File: src/rtl/instr_sequencer_pkg.sv
// Shared definitions for the instruction sequencer and its decoder:
// FSM states, decoder instruction codes and instruction class codes.
package instr_sequencer_pkg;

  typedef enum logic [2:0] {
    ST_IDLE,
    ST_FETCH,
    ST_DECODE,
    ST_EXEC,
    ST_MEM,
    ST_WB,
    ST_HALT
  } state_e;

  typedef enum logic [2:0] {
    CLS_ALU,
    CLS_LOAD,
    CLS_STORE,
    CLS_BRANCH,
    CLS_JUMP,
    CLS_SYSTEM
  } class_e;

  // Decoder instruction codes; 63 is reserved for "not recognised".
  localparam logic [5:0] ID_ADD     = 6'd0;
  localparam logic [5:0] ID_ADDI    = 6'd1;
  localparam logic [5:0] ID_SUB     = 6'd2;
  localparam logic [5:0] ID_LUI     = 6'd3;
  localparam logic [5:0] ID_LB      = 6'd8;
  localparam logic [5:0] ID_LW      = 6'd9;
  localparam logic [5:0] ID_SB      = 6'd12;
  localparam logic [5:0] ID_SW      = 6'd13;
  localparam logic [5:0] ID_BEQ     = 6'd16;
  localparam logic [5:0] ID_BNE     = 6'd17;
  localparam logic [5:0] ID_BLT     = 6'd18;
  localparam logic [5:0] ID_JAL     = 6'd24;
  localparam logic [5:0] ID_JALR    = 6'd25;
  localparam logic [5:0] ID_ECALL   = 6'd30;
  localparam logic [5:0] ID_EBREAK  = 6'd31;
  localparam logic [5:0] ILLEGAL_ID = 6'd63;

  localparam logic [31:0] PC_STEP = 32'd4;

  // Instruction addresses must be word aligned.
  function automatic logic is_misaligned(input logic [1:0] addr_lsbs);
    return addr_lsbs != 2'b00;
  endfunction

endpackage

File: src/rtl/instr_classify.sv
// Combinational mapping from decoder instruction code to instruction class.
// Unknown codes (including the illegal code) fall into the ALU class; the
// sequencer detects the illegal code separately.
module instr_classify
  import instr_sequencer_pkg::*;
(
  input  logic [5:0] i_instr_id,
  output class_e     o_class
);

  // Classify the instruction code.
  // NOTE: the output gets a default before the case so no path leaves it unassigned (no latch).
  always_comb begin
    o_class = CLS_ALU;
    case (i_instr_id)
      ID_ADD, ID_ADDI, ID_SUB, ID_LUI: o_class = CLS_ALU;
      ID_LB, ID_LW:                    o_class = CLS_LOAD;
      ID_SB, ID_SW:                    o_class = CLS_STORE;
      ID_BEQ, ID_BNE, ID_BLT:          o_class = CLS_BRANCH;
      ID_JAL, ID_JALR:                 o_class = CLS_JUMP;
      ID_ECALL, ID_EBREAK:             o_class = CLS_SYSTEM;
      default:                         o_class = CLS_ALU;
    endcase
  end

endmodule

File: src/rtl/instr_sequencer.sv
// Multi-cycle instruction sequencer: FETCH -> DECODE -> EXEC -> (MEM) -> WB.
// Handshake strobes that must react in the same cycle as an input (fetch
// request drop, decoder latch, register write) are decoded from the
// registered state; everything else is registered.
module instr_sequencer
  import instr_sequencer_pkg::*;
#(
  parameter logic [31:0] RESET_PC = 32'h8000_0000,
  parameter int unsigned DEC_LAT  = 2
)(
  input  logic        clk,
  input  logic        rst_n,
  input  logic        start,
  output logic        imem_req,
  output logic [31:0] imem_addr,
  input  logic        imem_ack,
  output logic        instr_latch,
  input  logic [5:0]  instr_id,
  output logic        dmem_req,
  output logic        dmem_we,
  input  logic        dmem_ack,
  input  logic        branch_taken,
  input  logic [31:0] target_pc,
  output logic        rf_we,
  output logic [31:0] pc,
  output logic        halted,
  output logic        illegal,
  output logic [31:0] instret
);

  localparam logic [3:0] DEC_LAT_W = 4'(DEC_LAT);

  state_e      r_state;
  class_e      r_class;
  logic [31:0] r_pc;
  logic [31:0] r_instret;
  logic [3:0]  r_cnt;
  logic        r_dmem_req;
  logic        r_dmem_we;
  logic        r_halted;
  logic        r_illegal;

  class_e      w_class;
  logic        w_take_target;
  logic        w_misaligned;

  instr_classify u_classify (
    .i_instr_id (instr_id),
    .o_class    (w_class)
  );

  // A jump always redirects; a branch redirects only when the ALU says so.
  assign w_take_target = (r_class == CLS_JUMP) ||
                         ((r_class == CLS_BRANCH) && branch_taken);
  assign w_misaligned  = (r_state == ST_WB) && w_take_target &&
                         is_misaligned(target_pc[1:0]);

  // Request drops in the ack cycle so it never overlaps the latch strobe.
  assign imem_req    = (r_state == ST_FETCH) && !imem_ack;
  assign instr_latch = (r_state == ST_FETCH) && imem_ack;
  assign rf_we       = (r_state == ST_WB) && !w_misaligned &&
                       (r_class != CLS_STORE) && (r_class != CLS_BRANCH);

  assign imem_addr = r_pc;
  assign pc        = r_pc;
  assign instret   = r_instret;
  assign dmem_req  = r_dmem_req;
  assign dmem_we   = r_dmem_we;
  assign halted    = r_halted;
  assign illegal   = r_illegal;

  // Sequencer FSM with its registered outputs, PC and retire counter.
  // NOTE: sequential state uses non-blocking assignments so every register samples pre-edge values.
  always_ff @(posedge clk) begin
    if (!rst_n) begin
      r_state    <= ST_IDLE;
      r_class    <= CLS_ALU;
      r_pc       <= RESET_PC;
      r_instret  <= '0;
      r_cnt      <= '0;
      r_dmem_req <= 1'b0;
      r_dmem_we  <= 1'b0;
      r_halted   <= 1'b0;
      r_illegal  <= 1'b0;
    end else begin
      unique case (r_state)
        ST_IDLE: begin
          if (start) r_state <= ST_FETCH;
        end
        ST_FETCH: begin
          if (imem_ack) begin
            r_state <= ST_DECODE;
            r_cnt   <= DEC_LAT_W;
          end
        end
        ST_DECODE: begin
          r_cnt <= r_cnt - 4'd1;
          if (r_cnt <= 4'd1) r_state <= ST_EXEC;
        end
        ST_EXEC: begin
          r_class <= w_class;
          if (instr_id == ILLEGAL_ID) begin
            r_state   <= ST_HALT;
            r_halted  <= 1'b1;
            r_illegal <= 1'b1;
          end else if (w_class == CLS_SYSTEM) begin
            r_state  <= ST_HALT;
            r_halted <= 1'b1;
          end else if ((w_class == CLS_LOAD) || (w_class == CLS_STORE)) begin
            r_state    <= ST_MEM;
            r_dmem_req <= 1'b1;
            r_dmem_we  <= (w_class == CLS_STORE);
          end else begin
            r_state <= ST_WB;
          end
        end
        ST_MEM: begin
          if (dmem_ack) begin
            r_state    <= ST_WB;
            r_dmem_req <= 1'b0;
            r_dmem_we  <= 1'b0;
          end
        end
        ST_WB: begin
          if (w_misaligned) begin
            r_state   <= ST_HALT;
            r_halted  <= 1'b1;
            r_illegal <= 1'b1;
          end else begin
            r_pc      <= w_take_target ? target_pc : r_pc + PC_STEP;
            r_instret <= r_instret + 32'd1;
            r_state   <= ST_FETCH;
          end
        end
        ST_HALT: begin
          r_state <= ST_HALT;
        end
        default: begin
          r_state <= ST_IDLE;
        end
      endcase
    end
  end

endmodule
File: config.mk
export PLATFORM = sky130hd
export DESIGN_NAME = instr_sequencer
export DESIGN_NICKNAME = d
export VERILOG_FILES = /design/src/rtl/instr_sequencer_pkg.sv /design/src/rtl/instr_classify.sv /design/src/rtl/instr_sequencer.sv
export SDC_FILE = /design/constraint.sdc
export NUM_CORES = 1
export LEC_CHECK = 0
export CORE_UTILIZATION = 60
export DETAILED_ROUTE_END_ITERATION = 7
export DONT_BUFFER_PORTS = 1
export GPL_TIMING_DRIVEN = 0
export PLACE_DENSITY = 0.76
export SLEW_MARGIN = 0
export SYNTH_ARGS = -nofsm -noshare
export SYNTH_HDL_FRONTEND = slang
export SYNTH_SLANG_ARGS = --single-unit
File: constraint.sdc
create_clock -name clk -period 2.2 [get_ports clk]
set_input_delay 0.11 -clock clk [delete_from_list [all_inputs] [get_ports clk]]
set_output_delay 0.11 -clock clk [all_outputs]
set_load 0.01 [all_outputs]
==> results.cfg, run 1 <==
[synthesis]
post_synth_instance_area_um2 = 4590
synthesized_area_per_cell_um2 = 7.79
synth_fp_nets = 640
post_synth_edffs = 0
synth.yosys.warnings = 0
postSynthRegisterBits = 78
ys_seq_area_share_pct = 34.0
netlist-cell-type-count = 67
synth_top_flop_cell = sky130_fd_sc_hd__dfxtp_1
async_reset_ff_share_pct = 0
synthCells = 589

[clock_tree]
clk-insertion-delay-late_ns = 0.37
clock-sinks = 78
clk_pin_slew_worst_paths_ns = 0.09
ctsHtreeMaxLevel = 3
clock_tree_from_tritoncts = yes
clock_tree_buf_depth = 2
cts_root_buffer = sky130_fd_sc_hd__clkbuf_8
cts_made_buffers = 9

[min_path]
min_path_type = in -> reg

[placement]
dpl_cell_area_um2 = 4710
gp_congestion = 0.925
io_buffer_count = 0
detailed_place_hpwl_mm = 9.82

[timing]
min_period_over_period_pct = 96.7
hold_slack_ns = 0.00154
slew-limit-headroom_pct = 38.4
drv_slew = 0
final-hold-violation-count = 0
totalNegativeSetupSlack_ns = 0
finClkSkew_ns = 0.0172
period_needed_ns = 2.13
rsz_0062_raised_after_global_routing = true
fmaxAchievable_mhz = 470
finalSetupViolations = 0
worst_pin_slew_ns = 0.912

[route]
wl_mm = 14.0
ant_nets = 0
dr.pass1.iters = 5
num_vias = 4748
routed_vias_inst = 6.57
dr.first_iter.drc_count = 300
drc = 0
detail_route.wl_per_cell_um = 19.4

[finish]
finalInstanceArea_um2 = 5290
area_used_by_sequential_logic_in_the_layout_um2 = 1590
multi_input_comb_area_um2 = 2730
final_net_count = 670
layout_area_growth_over_synthesis_pct = 15.2
fillCellCount = 636
diodes = 0
final_layout_size_suffix_gt1_share_pct = 17.8

[floorplan]
die_w_um = 89.5
io_pins = 147
std_cell_rows = 31
fp.dieArea_um2 = 8000
floorplan.initialDensity_pct = 62.6
core_um2 = 7330
chipHeight_um = 89.5

[global_route]
first_pass_grt_wire_length_mm = 20.7
grt_start_max_net_pins = 14
grt_pass1_vias = 4231
groute.usage.overall_pct = 34.4
globalRouteOverflowTotal = 0
initial_antenna_violation_count = 0

[worst_setup_path]
worst-endpoint-arrival_ns = 2.42
kind_of_critical_path = reg -> reg
timing.critical_path.fanout_max = 10
cp-end-kind = flip-flop
timing.critical_path.required_ns = 2.49
crit_path_start_kind = flip-flop

[power]
p_total_mw = 2.82
static-leakage-power_nw = 1.78
power_density_nw_per_um2 = 533
ir_worst_vdd_mv = 0.545

[run]
number_of_max_capacitance_violations_reported = 0

[status]
outcome = complete, no violations
state kept, by name (all words and copies together), names as in the netlist:
name       count
instret       32
halted         1
r_cnt          4
illegal        1
r_state        3
r_class        3
imem_addr     32
dmem_req       1
dmem_we        1
worst paths after layout:
path / start / endpoint / slack (ns) / cells past startpoint
min reg2reg: r_cnt[3] / r_cnt[3] / 0.50 / 1
max reg2reg: instret[3] / instret[21] / 0.07 / 6
min: target_pc[12] / imem_addr[12] / 0.002 / 2
max: instret[3] / instret[21] / 0.07 / 6
area by class of cell:
| type | instances | share of cell area (%) |
|---|---|---|
| Clock buffer | 12 | 3.12 |
| Multi-Input combinational cell | 433 | 51.6 |
| Clock inverter | 4 | 1.02 |
| Sequential cell | 78 | 30.0 |
| Tap cell | 99 | 2.34 |
| Inverter | 14 | 0.994 |
| Timing Repair Buffer | 20 | 3.60 |
| Buffer | 63 | 7.34 |
worst max-delay path, cell delays in order, from the launching register on:
cell and delay (ns):
sky130_fd_sc_hd__dfxtp_2 0.42, sky130_fd_sc_hd__and4_4 0.27, sky130_fd_sc_hd__nand3_1 0.08, sky130_fd_sc_hd__or4_4 0.52, sky130_fd_sc_hd__buf_6 0.16, sky130_fd_sc_hd__or4_1 0.41
sky130_fd_sc_hd__a21oi_1 0.19
what timing repair did:
action                                 CTS  global route
endpoints found under the hold margin   17             0
hold buffers                            16             0
setup buffers                            2             2
setup endpoints to repair               43            37
gates resized for setup                 26            32
pin swaps                                0             2
metal layers:
metal,vias up,GRT usage [%],routed length [um]
met1,2241,42.6,5540
met4,0,13.1,346
met3,35,9.42,1360
li1,2219,-,-
met5,-,0,0
met2,253,57.0,6780
logic make-up after synthesis:
kind of cell | count (synthesis) | synth area share, %
XOR/XNOR | 14 | 2.67
adder cells (fa/ha/maj) | 7 | 1.91
flip-flops | 78 | 34.0
multiplexers | 8 | 1.77
AO/OA/AOI/OAI | 151 | 20.7
AND/OR/NAND/NOR | 253 | 29.7
buffers and inverters | 78 | 9.24
synthesized netlist by cell type, types with 7 or more instances:
cell / instances / share of area [%]
sky130_fd_sc_hd__a211oi_1: 9 / 1.5
sky130_fd_sc_hd__buf_4: 32 / 5.2
sky130_fd_sc_hd__clkbuf_1: 28 / 2.3
sky130_fd_sc_hd__nand4_1: 19 / 2.6
sky130_fd_sc_hd__a21oi_1: 56 / 6.1
sky130_fd_sc_hd__nor3_1: 23 / 2.5
sky130_fd_sc_hd__nor4_1: 12 / 1.6
sky130_fd_sc_hd__xnor2_1: 10 / 1.9
sky130_fd_sc_hd__or3_1: 16 / 2.2
sky130_fd_sc_hd__mux2i_1: 7 / 1.5
sky130_fd_sc_hd__nand3_1: 31 / 3.4
sky130_fd_sc_hd__nand2_1: 47 / 3.8
sky130_fd_sc_hd__nand2b_1: 10 / 1.4
sky130_fd_sc_hd__o31ai_1: 8 / 1.3
sky130_fd_sc_hd__dfxtp_1: 78 / 34
sky130_fd_sc_hd__nor2_1: 46 / 3.8
sky130_fd_sc_hd__ha_1: 7 / 1.9
sky130_fd_sc_hd__or4_1: 8 / 1.3
sky130_fd_sc_hd__o21ai_0: 30 / 3.3
sky130_fd_sc_hd__inv_1: 13 / 1.1
metrics by stage:
stage / cells / util [%] / setup slack (ns)
after floorplan: 589 / - / 0.205
after global placement: 688 / 64.3 / -0.201
after detailed placement: 688 / 64.3 / -0.314
after CTS: 721 / 70.6 / 0.00389
after global routing: 723 / 72.1 / -0.0221
final: 723 / 72.1 / 0.0730
layout by cell type, fill, tap and decap left out, types with 15 or more instances in the layout:
master	Yosys	layout
sky130_fd_sc_hd__dfxtp_1	78	65
sky130_fd_sc_hd__a21oi_1	56	53
sky130_fd_sc_hd__nand2_1	47	47
sky130_fd_sc_hd__nor2_1	46	44
sky130_fd_sc_hd__buf_4	32	37
sky130_fd_sc_hd__nand3_1	31	29
sky130_fd_sc_hd__o21ai_0	30	29
sky130_fd_sc_hd__nor3_1	23	21
sky130_fd_sc_hd__nand4_1	19	19
sky130_fd_sc_hd__clkbuf_1	28	18
sky130_fd_sc_hd__dlygate4sd3_1	0	16
sky130_fd_sc_hd__or3_1	16	15
power breakdown:
part,total (mW),switching [mW],internal [mW]
Combinational,0.173,0.0952,0.0780
Clock,1.20,0.578,0.620
Sequential,1.45,0.0248,1.42
(Power assumes the default switching activity.)
==> inputs of run 2 (changes only) <==
- ABC_AREA: unset -> 1
- SYNTH_HIERARCHICAL: unset -> 1
==> results.cfg, run 2 <==
[clock_tree]
clock-sinks = 78
clk_pin_slew_worst_paths_ns = 0.09
cts_made_buffers = 9
clk-insertion-delay-late_ns = 0.36
ctsHtreeMaxLevel = 3
clock_tree_from_tritoncts = yes
cts_root_buffer = sky130_fd_sc_hd__clkbuf_8
clock_tree_buf_depth = 2

[placement]
io_buffer_count = 0
dp.cells = 988
gp_congestion = 1.02
detailed_place_hpwl_mm = 12.5

[route]
wl_mm = 16.5
ant_nets = 0
routed_vias_inst = 5.77
drc = 0
dr.pass1.iters = 6
num_vias = 5850
dr.first_iter.drc_count = 469
detail_route.wl_per_cell_um = 16.3

[synthesis]
post_synth_instance_area_um2 = 5260
synth.area.top_cells = sky130_fd_sc_hd__dfxtp_1, sky130_fd_sc_hd__nand2_1, sky130_fd_sc_hd__nor2_1, sky130_fd_sc_hd__a21oi_1, sky130_fd_sc_hd__inv_1
ys_top_cells_by_count = sky130_fd_sc_hd__nand2_1, sky130_fd_sc_hd__nor2_1, sky130_fd_sc_hd__dfxtp_1
synthMostInstantiatedCell = sky130_fd_sc_hd__nand2_1
postSynthRegisterBits = 78
ys_seq_area_share_pct = 29.7
post-synth-top-area-cell = sky130_fd_sc_hd__dfxtp_1
synthCells = 883
post_synth_edffs = 0
async_reset_ff_share_pct = 0
yosys.area.top_type_share_pct = 29.7
netlist-cell-type-count = 35
synth_top_flop_cell = sky130_fd_sc_hd__dfxtp_1
synth.yosys.warnings = 6
synth_fp_nets = 934
synthesized_area_per_cell_um2 = 5.96

[worst_setup_path]
timing.critical_path.required_ns = 2.49
cp-end-kind = flip-flop
crit_path_start_kind = flip-flop
kind_of_critical_path = reg -> reg
worst-endpoint-arrival_ns = 2.39
timing.critical_path.fanout_max = 6

[floorplan]
io_pins = 147
chipHeight_um = 95.7
std_cell_rows = 33
die_w_um = 95.7
fp.dieArea_um2 = 9150
floorplan.initialDensity_pct = 63.1
core_um2 = 8340

[finish]
mostFrequentLayoutCell = sky130_fd_sc_hd__nand2_1
finalNonFillerCells = 1013
final_net_count = 954
area_used_by_sequential_logic_in_the_layout_um2 = 1560
multi_input_comb_area_um2 = 3070
diodes = 0
layout_area_growth_over_synthesis_pct = 8.56
final_layout_size_suffix_gt1_share_pct = 8.15
layout.cells.most_common_list = sky130_fd_sc_hd__nand2_1, sky130_fd_sc_hd__nor2_1, sky130_fd_sc_hd__dfxtp_1
fillCellCount = 783

[timing]
totalNegativeSetupSlack_ns = 0
fmaxAchievable_mhz = 476
final-hold-violation-count = 0
rsz_0062_raised_after_global_routing = false
finalSetupViolations = 0
hold_slack_ns = 0.00537
finClkSkew_ns = 0.0119
period_needed_ns = 2.10
slew-limit-headroom_pct = 54.6
drv_slew = 0
min_period_over_period_pct = 95.6
worst_pin_slew_ns = 0.681

[global_route]
first_pass_grt_wire_length_mm = 25.5
groute.usage.overall_pct = 36.7
grt_start_max_net_pins = 14
grt_pass1_vias = 5335
globalRouteOverflowTotal = 0
initial_antenna_violation_count = 0

[run]
number_of_max_capacitance_violations_reported = 0

[power]
ir_worst_vdd_mv = 0.453
power_density_nw_per_um2 = 551
static-leakage-power_nw = 2.23

[status]
outcome = complete, no violations

[min_path]
min_path_type = in -> reg
## run 2: cell count changes after synthesis, sizes merged, moves of 12 or more
cell | before | now
clkbuf | 28 | 14
inv | 13 | 77
nand2 | 47 | 285
nand3 | 31 | 45
nand3b | 3 | 15
nor2 | 46 | 140
nor4 | 13 | 0
or3 | 16 | 0
## run 2: path summary, 6_finish.rpt
| kind | from | end | slack (ns) | cells after the start |
|---|---|---|---|---|
| hold / removal | imem_ack | r_state[0] | 0.005 | 3 |
| setup reg to reg | imem_addr[9] | imem_addr[19] | 0.1 | 8 |
| hold reg to reg | dmem_req | dmem_req | 0.51 | 2 |
| setup / recovery | imem_addr[9] | imem_addr[19] | 0.1 | 8 |
## run 2: metrics by stage
step,utilization (%),worst slack [ns],instance area [um2],power [mW]
after floorplan,-,0.632,5260,1.85
after global placement,64.7,0.188,5390,1.94
after detailed placement,64.7,0.159,5390,1.96
after CTS,68.3,0.0356,5700,3.14
after global routing,68.5,0.00701,5710,3.28
final,68.5,0.0975,5710,3.15
## run 2: routing by layer
metal	up-vias	part of all wire, %	track usage [%]
li1	2841	-	-
met1	2627	39	42.9
met2	323	47	62.6
met3	59	11	9.57
met4	0	3.8	17.0
met5	-	0	0
## run 2: cell type report
cell class	instances	area share, %
well taps	105	2.30
clock inverters	5	1.42
flip-flops and latches	78	27.3
repair buffers	9	1.58
clock buffers	11	2.30
inverters	78	5.19
plain buffers	57	6.18
multi-input cells	670	53.7
## run 2: critical path, cell delays in order (launching register included)
cell and delay, ns:
sky130_fd_sc_hd__dfxtp_1 0.57, sky130_fd_sc_hd__nand2_1 0.17, sky130_fd_sc_hd__nor2_1 0.34, sky130_fd_sc_hd__nand3_1 0.23, sky130_fd_sc_hd__nor2_1 0.25, sky130_fd_sc_hd__nand2_1 0.10
sky130_fd_sc_hd__o21ai_0 0.19, sky130_fd_sc_hd__nand2_1 0.07, sky130_fd_sc_hd__a21oi_1 0.11
## run 2: where the power goes
group	switching, mW	internal [mW]	total (mW)	leakage [nW]
logic	0.300	0.151	0.450	1.50
clock network	0.550	0.643	1.19	0.104
registers	0.0519	1.45	1.51	0.629
## run 2: what timing repair did
item / in CTS / in global routing
setup buffers: 0 / 0
hold buffers: 9 / 0
setup endpoints to repair: 0 / 2
endpoints found under the hold margin: 11 / 0
resized for setup: 0 / 4
## run 2: logic make-up (layout without fill, tap and decap cells)
kind of cell,after synthesis,after routing,synth area share (%)
buf+inv,135,160,12.2
fa+ha+maj,7,7,1.66
simple gates,530,530,42.1
flops,78,78,29.7
xor+xnor,12,12,2.00
compound gates,121,121,12.4
==> inputs of run 3 (changes only) <==
- CELL_PAD_IN_SITES_DETAIL_PLACEMENT: unset -> 0
- CELL_PAD_IN_SITES_GLOBAL_PLACEMENT: unset -> 1
- CORE_UTILIZATION: 60 -> 43
- PLACE_DENSITY: 0.76 -> unset
- PLACE_DENSITY_LB_ADDON: unset -> 0.1
==> results.cfg, run 3 (synthesis gave the netlist of run 2 again) <==
[finish]
layout.cells.most_common_list = sky130_fd_sc_hd__nand2_1, sky130_fd_sc_hd__nor2_1, sky130_fd_sc_hd__dfxtp_1
final_net_count = 956
final_layout_size_suffix_gt1_share_pct = 8.46
layout_area_growth_over_synthesis_pct = 11.6
mostFrequentLayoutCell = sky130_fd_sc_hd__nand2_1

[power]
power.sequential.fraction_pct = 42.7
clkPwrFrac_pct = 44.7
static-leakage-power_nw = 2.29
power_density_nw_per_um2 = 601
combPwrFrac_pct = 12.6
ir_worst_vdd_mv = 0.350
internal-power_mw = 2.54
net_switching_power_mw = 0.985
p_total_mw = 3.53
netSwitchingFraction_pct = 27.9

[route]
dr.pass1.iters = 5
drc = 0
ant_nets = 0
detail_route.wl_per_cell_um = 16.8
dr.first_iter.drc_count = 373
routed_vias_inst = 5.33
num_vias = 5641
wl_mm = 17.8

[min_path]
holdCritStartpoint = rst_n
holdPathStages = 2
worst_hold_path.endpoint = imem_addr[5]
min_path_type = in -> reg

[worst_setup_path]
cpPeakStageDelay_ns = 0.58
r2r_path_start = imem_addr[14]
kind_of_critical_path = reg -> reg
ff2ff_path_depth = 9
timing.critical_path.fanout_max = 8
worst-endpoint-arrival_ns = 2.18
timing.critical_path.required_ns = 2.40
critical_path.cell_chain = nand2_1 > nor2_1 > nand2_1 > nor2_1 > nand2_1 > nand2_1 > nand3_1 > nand2_1 > a21oi_1
reg2reg_to = imem_addr[26]
ff2ff_setup_slack_ns = 0.22
crit_path_start_kind = flip-flop
cp-end-kind = flip-flop
worst_setup_path_startpoint = imem_addr[14]
critical_path.most_common_cell = sky130_fd_sc_hd__nand2_1
cpMaxStageDelayCell = sky130_fd_sc_hd__dfxtp_1

[clock_tree]
clk_pin_slew_worst_paths_ns = 0.07
clock-sinks = 78
clock_tree_buf_depth = 2
clk-insertion-delay-late_ns = 0.35
ctsHtreeMaxLevel = 3
clock_tree_from_tritoncts = yes
cts_root_buffer = sky130_fd_sc_hd__clkbuf_16
cts_made_buffers = 9
post-cts-setup-buffer-count = 0

[status]
outcome = complete, no violations

[timing]
slew-limit-headroom_pct = 48.3
rsz_0062_raised_after_global_routing = false
period_needed_ns = 1.98
final-hold-violation-count = 0
layout_setup_ws_ns = 0.222
totalNegativeSetupSlack_ns = 0
drv_slew = 0
worst_pin_slew_ns = 0.775
finClkSkew_ns = 0.00954
finalSetupViolations = 0
min_period_over_period_pct = 89.9
fmaxAchievable_mhz = 505

[floorplan]
io_pins = 147
floorplan.initialDensity_pct = 44.0
die_w_um = 113
core_um2 = 12000
fp.dieArea_um2 = 12700
std_cell_rows = 40
chipHeight_um = 113

[global_route]
globalRouteOverflowTotal = 0
grt_pass1_vias = 5284
groute.usage.overall_pct = 28.8
first_pass_grt_wire_length_mm = 28.0
grt_start_max_net_pins = 13
initial_antenna_violation_count = 0

[placement]
io_buffer_count = 0
worst_setup_timing_slack_at_the_placement_stage_ns = 0.147
detailed_place_hpwl_mm = 13.7
gp_congestion = 0.957

[run]
number_of_max_capacitance_violations_reported = 0
-- run 3: cell types whose count changed in the layout (fill, tap and decap cells not counted), sizes merged --
| cell | previous run | this run |
|---|---|---|
| diode | 0 | 1 |
| dlygate4sd3 | 9 | 11 |
| clkinvlp | 2 | 0 |
| buf | 42 | 43 |
| inv | 78 | 77 |
| clkinv | 1 | 4 |
| bufinv | 2 | 1 |
-- run 3: worst max-delay path: cells and delay by family (launching register included) --
family	cells	cell delay, ns
compound gates	1	0.06
flops	1	0.58
simple gates	8	1.19
-- run 3: how the worst max path moves through the flow --
stage	endpoint	slack, ns	cells past startpoint
final	imem_addr[26]	0.22	9
after detailed placement	imem_addr[10]	0.15	10
after CTS	rf_we	0.02	8
after global placement	imem_addr[10]	0.17	10
after floorplan	instret[20]	0.63	10
after global routing	imem_addr[26]	0.0009	9
-- run 3: metrics by stage --
| step | area [um2] | hold slack, ns | util, % | instances |
|---|---|---|---|---|
| after floorplan | 5260 | 0.248 | - | 883 |
| after global placement | 5450 | 0.256 | 45.5 | 1030 |
| after detailed placement | 5450 | 0.255 | 45.5 | 1030 |
| after CTS | 5860 | 0.00430 | 49.0 | 1057 |
| after global routing | 5870 | 0.0142 | 49.1 | 1057 |
| final | 5870 | 0.00751 | 49.1 | 1058 |
-- run 3: power groups by stage --
stage	Combinational (mW)	Clock [mW]	Sequential, mW
after CTS	0.447	1.59	1.51
after detailed placement	0.428	0	1.54
after global routing	0.510	1.66	1.51
final	0.446	1.58	1.51
after floorplan	0.325	0	1.53
after global placement	0.420	0	1.54
-- run 3: layout make-up --
class | instances | area [um2]
diodes | 1 | 2.50
well taps | 147 | 184
clock buffers | 12 | 256
flip-flops and latches | 78 | 1560
inverters | 78 | 293
plain buffers | 57 | 354
multi-input cells | 670 | 3070
fillers | 1305 | 6090
repair buffers | 11 | 110
clock inverters | 4 | 45.0
-- run 3: what timing repair did --
item	4_1_cts	5_1_grt
gates resized for setup	0	8
hold buffers	11	0
endpoints found under the setup margin	0	17
endpoints found under the hold margin	12	0
-- run 3: routing by layer --
metal	part of all wire, %	global-route usage [%]	vias up	routed length (um)
met5	0	0	-	0
met2	48	48.8	175	8620
met1	43	35.1	2597	7610
li1	-	-	2849	-
met3	7.0	8.15	20	1240
met4	1.7	9.24	0	306
